==> config.mk <==
export PLATFORM = sky130hd
export DESIGN_NAME = mem_arbiter
export DESIGN_NICKNAME = d
export VERILOG_FILES = /design/src/rtl/mem_arbiter.sv
export SDC_FILE = /design/constraint.sdc
export NUM_CORES = 1
export LEC_CHECK = 0
export BUFFER_PORTS_ARGS = -buffer_cell sky130_fd_sc_hd__clkbuf_2
export CORE_UTILIZATION = 47
export DETAILED_ROUTE_END_ITERATION = 8
export HOLD_SLACK_MARGIN = 0.15
export PLACE_DENSITY = 0.79
export SYNTH_ARGS = -nofsm -noshare
export SYNTH_HDL_FRONTEND = slang
export SYNTH_SLANG_ARGS = --single-unit
export TNS_END_PERCENT = 20
==> constraint.sdc <==
create_clock -name clk -period 2.15 [get_ports clk]
set_input_delay 0.215 -clock clk [delete_from_list [all_inputs] [get_ports clk]]
set_output_delay 0.215 -clock clk [all_outputs]
set_load 0.02 [all_outputs]
==> src/rtl/mem_arbiter.sv <==
// mem_arbiter
//   Shares one single-port memory between the core's instruction-fetch (IF)
//   port and its load/store data (DM) port. Accesses are serialised one at a
//   time through a four-state FSM (IDLE, ISSUE, WAIT, RESP), and each memory
//   response is routed back to the port that issued the request.
//
// Ports
//   clk, rst          clock (rising edge) and asynchronous active-low reset
//   if_request        fetch request, held until if_valid
//   if_address        fetch word address
//   if_data_out       fetched word, updated only when if_valid pulses
//   if_valid          one-cycle fetch completion pulse
//   dm_request        data request, held until dm_valid
//   dm_we_re          1 = write, 0 = read
//   dm_mask           byte enables for writes
//   dm_address        data word address
//   dm_data_in        write data
//   dm_data_out       read data, updated only when dm_valid pulses
//   dm_valid          one-cycle data completion pulse (reads and writes)
//   mem_request       one-cycle request pulse to the memory
//   mem_we_re, mem_mask, mem_address, mem_data_in
//                     registered copy of the granted command
//   mem_data_out      memory read data
//   mem_valid         memory completion pulse
//   busy              high whenever the FSM is not in IDLE
//
// Configuration
//   ARB_ROUND_ROBIN_EN  when defined, ties alternate between the ports using a
//                       last-served bit; otherwise DM always wins a tie.

module mem_arbiter #(
  parameter int ADDR_WIDTH = 8,
  parameter int DATA_WIDTH = 32
) (
  input  logic                  clk,
  input  logic                  rst,
  input  logic                  if_request,
  input  logic [ADDR_WIDTH-1:0] if_address,
  output logic [DATA_WIDTH-1:0] if_data_out,
  output logic                  if_valid,
  input  logic                  dm_request,
  input  logic                  dm_we_re,
  input  logic [3:0]            dm_mask,
  input  logic [ADDR_WIDTH-1:0] dm_address,
  input  logic [DATA_WIDTH-1:0] dm_data_in,
  output logic [DATA_WIDTH-1:0] dm_data_out,
  output logic                  dm_valid,
  output logic                  mem_request,
  output logic                  mem_we_re,
  output logic [3:0]            mem_mask,
  output logic [ADDR_WIDTH-1:0] mem_address,
  output logic [DATA_WIDTH-1:0] mem_data_in,
  input  logic [DATA_WIDTH-1:0] mem_data_out,
  input  logic                  mem_valid,
  output logic                  busy
);

  typedef enum logic [1:0] {IDLE, ISSUE, WAIT, RESP} state_t;

  state_t                r_state;
  logic                  r_owner;
  logic                  r_memRequest;
  logic                  r_memWeRe;
  logic [3:0]            r_memMask;
  logic [ADDR_WIDTH-1:0] r_memAddress;
  logic [DATA_WIDTH-1:0] r_memDataIn;
  logic [DATA_WIDTH-1:0] r_ifDataOut;
  logic [DATA_WIDTH-1:0] r_dmDataOut;
  logic                  r_ifValid;
  logic                  r_dmValid;
  logic                  r_busy;

  logic                  w_anyRequest;
  logic                  w_grantDm;

  assign w_anyRequest = if_request | dm_request;

`ifdef ARB_ROUND_ROBIN_EN
  // Remembers which port won the previous grant so a tie goes to the other
  // one. Starts at DM so the first tie after reset is given to IF.
  logic r_lastServed;

  always_ff @(posedge clk or negedge rst) begin
    if (!rst) begin
      r_lastServed <= 1'b1;
    end else if (r_state == IDLE && w_anyRequest) begin
      r_lastServed <= w_grantDm;
    end
  end

  assign w_grantDm = dm_request & (~if_request | ~r_lastServed);
`else
  // Fixed priority: any DM request beats a simultaneous IF request.
  assign w_grantDm = dm_request;
`endif

  // Arbiter FSM. Requests are only sampled in IDLE; the granted command is
  // captured into the mem_* registers and held until the next grant. The
  // response data goes straight into the owner's data register on the cycle
  // mem_valid arrives, so RESP only has to present the valid pulse. A
  // response in the same cycle as the request skips WAIT entirely.
  always_ff @(posedge clk or negedge rst) begin
    if (!rst) begin
      r_state      <= IDLE;
      r_owner      <= 1'b0;
      r_memRequest <= 1'b0;
      r_memWeRe    <= 1'b0;
      r_memMask    <= 4'b0000;
      r_memAddress <= '0;
      r_memDataIn  <= '0;
      r_ifDataOut  <= '0;
      r_dmDataOut  <= '0;
      r_ifValid    <= 1'b0;
      r_dmValid    <= 1'b0;
      r_busy       <= 1'b0;
    end else begin
      r_memRequest <= 1'b0;
      r_ifValid    <= 1'b0;
      r_dmValid    <= 1'b0;
      case (r_state)
        IDLE: begin
          if (w_anyRequest) begin
            r_state      <= ISSUE;
            r_owner      <= w_grantDm;
            r_memRequest <= 1'b1;
            r_busy       <= 1'b1;
            if (w_grantDm) begin
              r_memWeRe    <= dm_we_re;
              r_memMask    <= dm_mask;
              r_memAddress <= dm_address;
              r_memDataIn  <= dm_data_in;
            end else begin
              r_memWeRe    <= 1'b0;
              r_memMask    <= 4'b1111;
              r_memAddress <= if_address;
              r_memDataIn  <= '0;
            end
          end
        end
        ISSUE, WAIT: begin
          if (mem_valid) begin
            r_state <= RESP;
            if (r_owner) begin
              r_dmDataOut <= mem_data_out;
              r_dmValid   <= 1'b1;
            end else begin
              r_ifDataOut <= mem_data_out;
              r_ifValid   <= 1'b1;
            end
          end else begin
            r_state <= WAIT;
          end
        end
        RESP: begin
          r_state <= IDLE;
          r_busy  <= 1'b0;
        end
        default: begin
          r_state <= IDLE;
          r_busy  <= 1'b0;
        end
      endcase
    end
  end

  assign mem_request = r_memRequest;
  assign mem_we_re   = r_memWeRe;
  assign mem_mask    = r_memMask;
  assign mem_address = r_memAddress;
  assign mem_data_in = r_memDataIn;
  assign if_data_out = r_ifDataOut;
  assign if_valid    = r_ifValid;
  assign dm_data_out = r_dmDataOut;
  assign dm_valid    = r_dmValid;
  assign busy        = r_busy;

endmodule
Word level (Yosys, flattened, before mapping)
Index checks and enable logic that the tools add are counted.

Memory bits (read-only): 0. Flip-flop bits (word level): 116. Latch bits: 0. Memories: 0. Input bits: 90. Bits in writable memories: 0.

$mul: 0. Bitwise operators: 2. $add $sub $neg: 0. Div/mod/pow operators: 0. Order comparisons: 0. Equal/unequal tests: 4. Muxes and demuxes: 17. Reduce and logical (&&, ||, !) cells: 7. Shift-type cells: 0.

Operators by type and width (count): 32-bit 2-to-1 mux (1); 1-bit 2-to-1 mux (11); 8-bit 2-to-1 mux (1); 2-bit one-hot mux with 3 select lines (1); 3-bit AND reduction (2); 2-bit == test, second input constant (2); 4-bit 2-to-1 mux (1); 2-bit AND reduction (2); 2-bit by 1-bit == test with 1-bit output, second input constant (1); 2-bit zero test (1); 2-bit 2-to-1 mux (1); 2-bit != test, second input constant (1); 1-bit one-hot mux with 2 select lines (1); 2-bit nonzero test (1); 2-bit OR reduction (1); 1-bit inverter (1); 1-bit OR (1).

Logic depth before layout (Yosys ltp)
Depth after elaboration: 3. Depth in mapped cells: 7. Depth with buffers taken out: 4.

Least setup slack after synthesis
No wires, ideal clock.

Kind: reg-to-reg. Start: reg r_state[0]. End: reg r_ifDataOut[22] (netlist: if_data_out[22]). Period minus slack after synthesis: 1.563 ns. Stages on the path, launching flop included: 6. Path slack: 0.587 ns. Arrival time: 1.438 ns. Cells stage by stage: dfrtp_1 > inv_1 > ha_1 > nand3b_2 > buf_4 > mux2_2.

Cells in the longest elaborated chain, start to end: 3. Elaborated cells between the ends (all ways): 4.

Ends and longest elaborated chain: start, declared (RTL line 60) `state_t r_state;`; start signal, assigned (RTL line 104) `r_state <= IDLE;`; start signal, assigned (RTL line 123) `r_state <= ISSUE;`; start signal, assigned (RTL line 142) `r_state <= RESP;`; 2-bit by 1-bit == test with 1-bit output / 2-bit == test (equally long branches) (RTL line 120) `case (r_state)`; 2-bit OR reduction (*) (RTL line 120); 3-bit AND reduction (no line) (*); end signal, assigned (RTL line 147) `r_ifDataOut <= mem_data_out;`; end, declared (RTL line 67) `logic [DATA_WIDTH-1:0] r_ifDataOut;`.

Mark *: on every way between the ends. The rest lies on a longest branch, timed or not. A chain may end at the register's enable or synchronous reset.

Worst setup path in the final report
Start: reg r_state[0]. End: reg r_ifDataOut[9] (netlist: if_data_out[9]).

Same word-level chain as after synthesis.

==> flow_metrics.env <==
export IMPL_ff2ff_setup_slack_ns=0.49
export IMPL_pwr_share_comb_pct=42.8
export IMPL_cts_root_buffer="clkbuf_8"
export IMPL_design_area_mm2=0.007198
export IMPL_clock_sinks=116
export IMPL_core_mm2=0.009415
export IMPL_clockBufferDepth=2
export IMPL_worstHoldPathType="input pin to register"
export IMPL_syn_inst=345
export IMPL_critPathLaunchType="register"
export IMPL_post_dp_hpwl_um=7529
export IMPL_ir_drop_uv=941.0
export IMPL_antenna_found_initial=1
export IMPL_sw_frac_of_total_pct=38.40
export IMPL_place_gp_congestion=0.8446
export IMPL_grt_usage_pct=25.66
export IMPL_drc_errors=0
export IMPL_async_reset_ff_share_pct=100.0
export IMPL_setup_viol_count_final=0
export IMPL_detail_route_antenna_nets=0
export IMPL_path_clk_slew_ns=0.06
export IMPL_clockPowerShare_pct=22.7
export IMPL_mostFrequentLayoutCell="clkbuf_2"
export IMPL_h_tree_depth=4
export IMPL_syn_area_per_cell_um2=13.44
export IMPL_numPortBuffers=202
export IMPL_slew_headroom_pct=58.59
export IMPL_fin_nets=735
export IMPL_grt_start_max_net_pins=55
export IMPL_ys_flop_type="dfrtp_1"
export IMPL_gr_usage_met2_pct=47.46
export IMPL_leakage_nw=3.574
export IMPL_dr_pass1_iters=5
export IMPL_ys_seq_elements=116
export IMPL_required_ns=2.51
export IMPL_grt_util_met3_pct=7.039
export IMPL_status="completed"
export IMPL_setup_tns_final_ns=0
export IMPL_cap_viol_max_count=0
export IMPL_routedWlPerCell_um=15.90
export IMPL_layout_drive_gt1_share_pct=50.08
export IMPL_fmax_ghz=0.6033
export IMPL_skew_ns=0.009109
export IMPL_path_max_fanout=33
export IMPL_fin_crit_sh_pct=77.10
export IMPL_area_growth_pct=55.19
export IMPL_worstSetupPathType="register to register"
export IMPL_rows=35
export IMPL_max_stage_delay_ns=0.39
export IMPL_slowest_stage="dfrtp_1"
export IMPL_insertion_delay_ns=0.48
export IMPL_final_hold_viol_count=0
export IMPL_intPower_mw=6.871
export IMPL_cts_buffers=17
export IMPL_grt_pass1_vias=4129
export IMPL_synth_top_cell_by_area="dfrtp_1"
export IMPL_ys_seq_area_share_pct=62.58
export IMPL_die_h_um=101.3
export IMPL_cts_tree="done"
export IMPL_vias=3891
export IMPL_netlist_area_mm2=0.004638
export IMPL_yosysTopAreaCellShare_pct=62.58
export IMPL_ios=203
export IMPL_grt_overflow=0
export IMPL_cts_setup_buffers=0
export IMPL_initial_core_util_pct=49.26
export IMPL_grt_util_met1_pct=26.33
export IMPL_synth_edf_count=0
export IMPL_fin_hold_ws_ns=0.2709
export IMPL_drtIter0Drc=102
export IMPL_worst_slew_pin_slew_ns=0.6212
export IMPL_place_area_mm2=0.005776
export IMPL_powerDensity_mw_per_mm2=1550
export IMPL_crit_path_cell_trace="inv_1 -> ha_1 -> nand3b_2 -> buf_12 -> mux2_2"
export IMPL_grt_pass1_wl_um=19830
export IMPL_yosys_warnings=0
export IMPL_wirelength_um=12450
export IMPL_most_common_layout_cells="clkbuf_2 (201), dfrtp_1 (116), dlygate4sd3_1 (88)"
export IMPL_worstSetupEndpointType="register"
export IMPL_rsz0062_at_grt="false"
export IMPL_synth_cell_types=25
export IMPL_viasPerCell=4.969
export IMPL_power_switching_mw=4.284
export IMPL_gr_max_usage_layer="met2"
export IMPL_synth_area_leaders="dfrtp_1 (63%), mux2_2 (20%), nand3_1 (3.6%)"
export IMPL_fp_dieW_um=101.3
export IMPL_slew_viol_final=0
export IMPL_seqPwrFrac_pct=34.6
export IMPL_die_area_mm2=0.01027
export IMPL_syn_num_nets=438
export IMPL_crit_arrival_ns=2.02
export IMPL_fillers=627
export IMPL_min_period_ns=1.658
-- what timing repair did --
item | 4_1_cts | 5_1_grt
endpoints found under the hold margin | 156 | 0
hold buffers | 88 | 0
gates resized for setup | 0 | 0
-- per-layer routing --
layer	vias up	part of all wire (%)
met2	148	56
met4	0	3.7
met5	-	0
met1	1927	37
li1	1780	-
met3	36	4.1
-- synthesized netlist by cell type, types with 2 or more instances --
| library cell | number |
|---|---|
| nand3_1 | 33 |
| o21a_1 | 5 |
| buf_2 | 9 |
| buf_6 | 5 |
| clkbuf_1 | 2 |
| inv_1 | 37 |
| nand3b_1 | 4 |
| mux2_2 | 81 |
| dfrtp_1 | 116 |
| buf_4 | 4 |
| ha_1 | 3 |
| o21ai_0 | 33 |
-- critical path, delay by kind of cell (launching register included) --
| kind | cells | cell delay [ns] |
|---|---|---|
| DFF | 1 | 0.39 |
| muxes | 1 | 0.38 |
| adders and majority gates | 1 | 0.36 |
| buffers and inverters | 2 | 0.27 |
| and+or+nand+nor | 1 | 0.12 |
-- state kept, by name, indices dropped and copies added (netlist names) --
register and flops:
busy 1, dm_data_out 32, dm_valid 1, if_data_out 32
if_valid 1, mem_address 8, mem_data_in 32, mem_mask 4
mem_request 1, mem_we_re 1, r_owner 1, r_state 2
-- layout make-up --
class,instances,area (um2),share of cell area [%]
sequential,116,2903,40.33
timing repair buffer,299,1999,27.78
multi-input combinational,171,1454,20.20
clock buffer,20,455.4,6.327
tap,129,161.4,2.242
inverter,37,138.9,1.929
clock inverter,10,83.83,1.165
antenna,1,2.502,0.03476
-- power groups by stage --
stage               clock network, mW  registers (mW)  logic, mW
floorplan                           0            5.05       1.82
global placement                    0            3.79       4.48
detailed placement                  0            3.86       4.62
CTS                              2.56            3.84       4.77
global route                     2.68            3.97       5.12
finish                           2.53            3.86       4.77
-- final timing paths --
kind | from | cells past startpoint | endpoint
setup / recovery | r_state[0] | 5 | if_data_out[9]
hold / removal | dm_request | 2 | r_owner
setup reg to reg | r_state[0] | 5 | if_data_out[9]
hold reg to reg | mem_mask[2] | 1 | mem_mask[2]
max in group asynchronous | rst | 3 | if_data_out[21]
min in group asynchronous | rst | 2 | mem_data_in[22]
-- per-stage QoR --
step,worst slack [ns],cells,utilization [%],power [mW]
final,0.4924,783,76.45,11.15
after global routing,0.4053,783,76.45,11.77
after CTS,0.4955,782,76.43,11.17
after detailed placement,0.5035,664,61.34,8.476
after global placement,0.5589,664,61.34,8.271
after floorplan,0.5872,345,-,6.872
-- kinds of logic (layout without fill, tap and decap cells) --
| family | count (synthesis) | count (layout) | synth area share [%] |
|---|---|---|---|
| and+or+nand+nor | 45 | 45 | 5.638 |
| adders and majority gates | 3 | 3 | 0.8094 |
| AOI/OAI and AO/OA | 41 | 41 | 4.910 |
| muxes | 82 | 82 | 19.99 |
| buffers and inverters | 58 | 366 | 6.069 |
| DFF | 116 | 116 | 62.58 |
| other | 0 | 1 | 0 |
No activity file was read; power rests on OpenSTA's default activity.
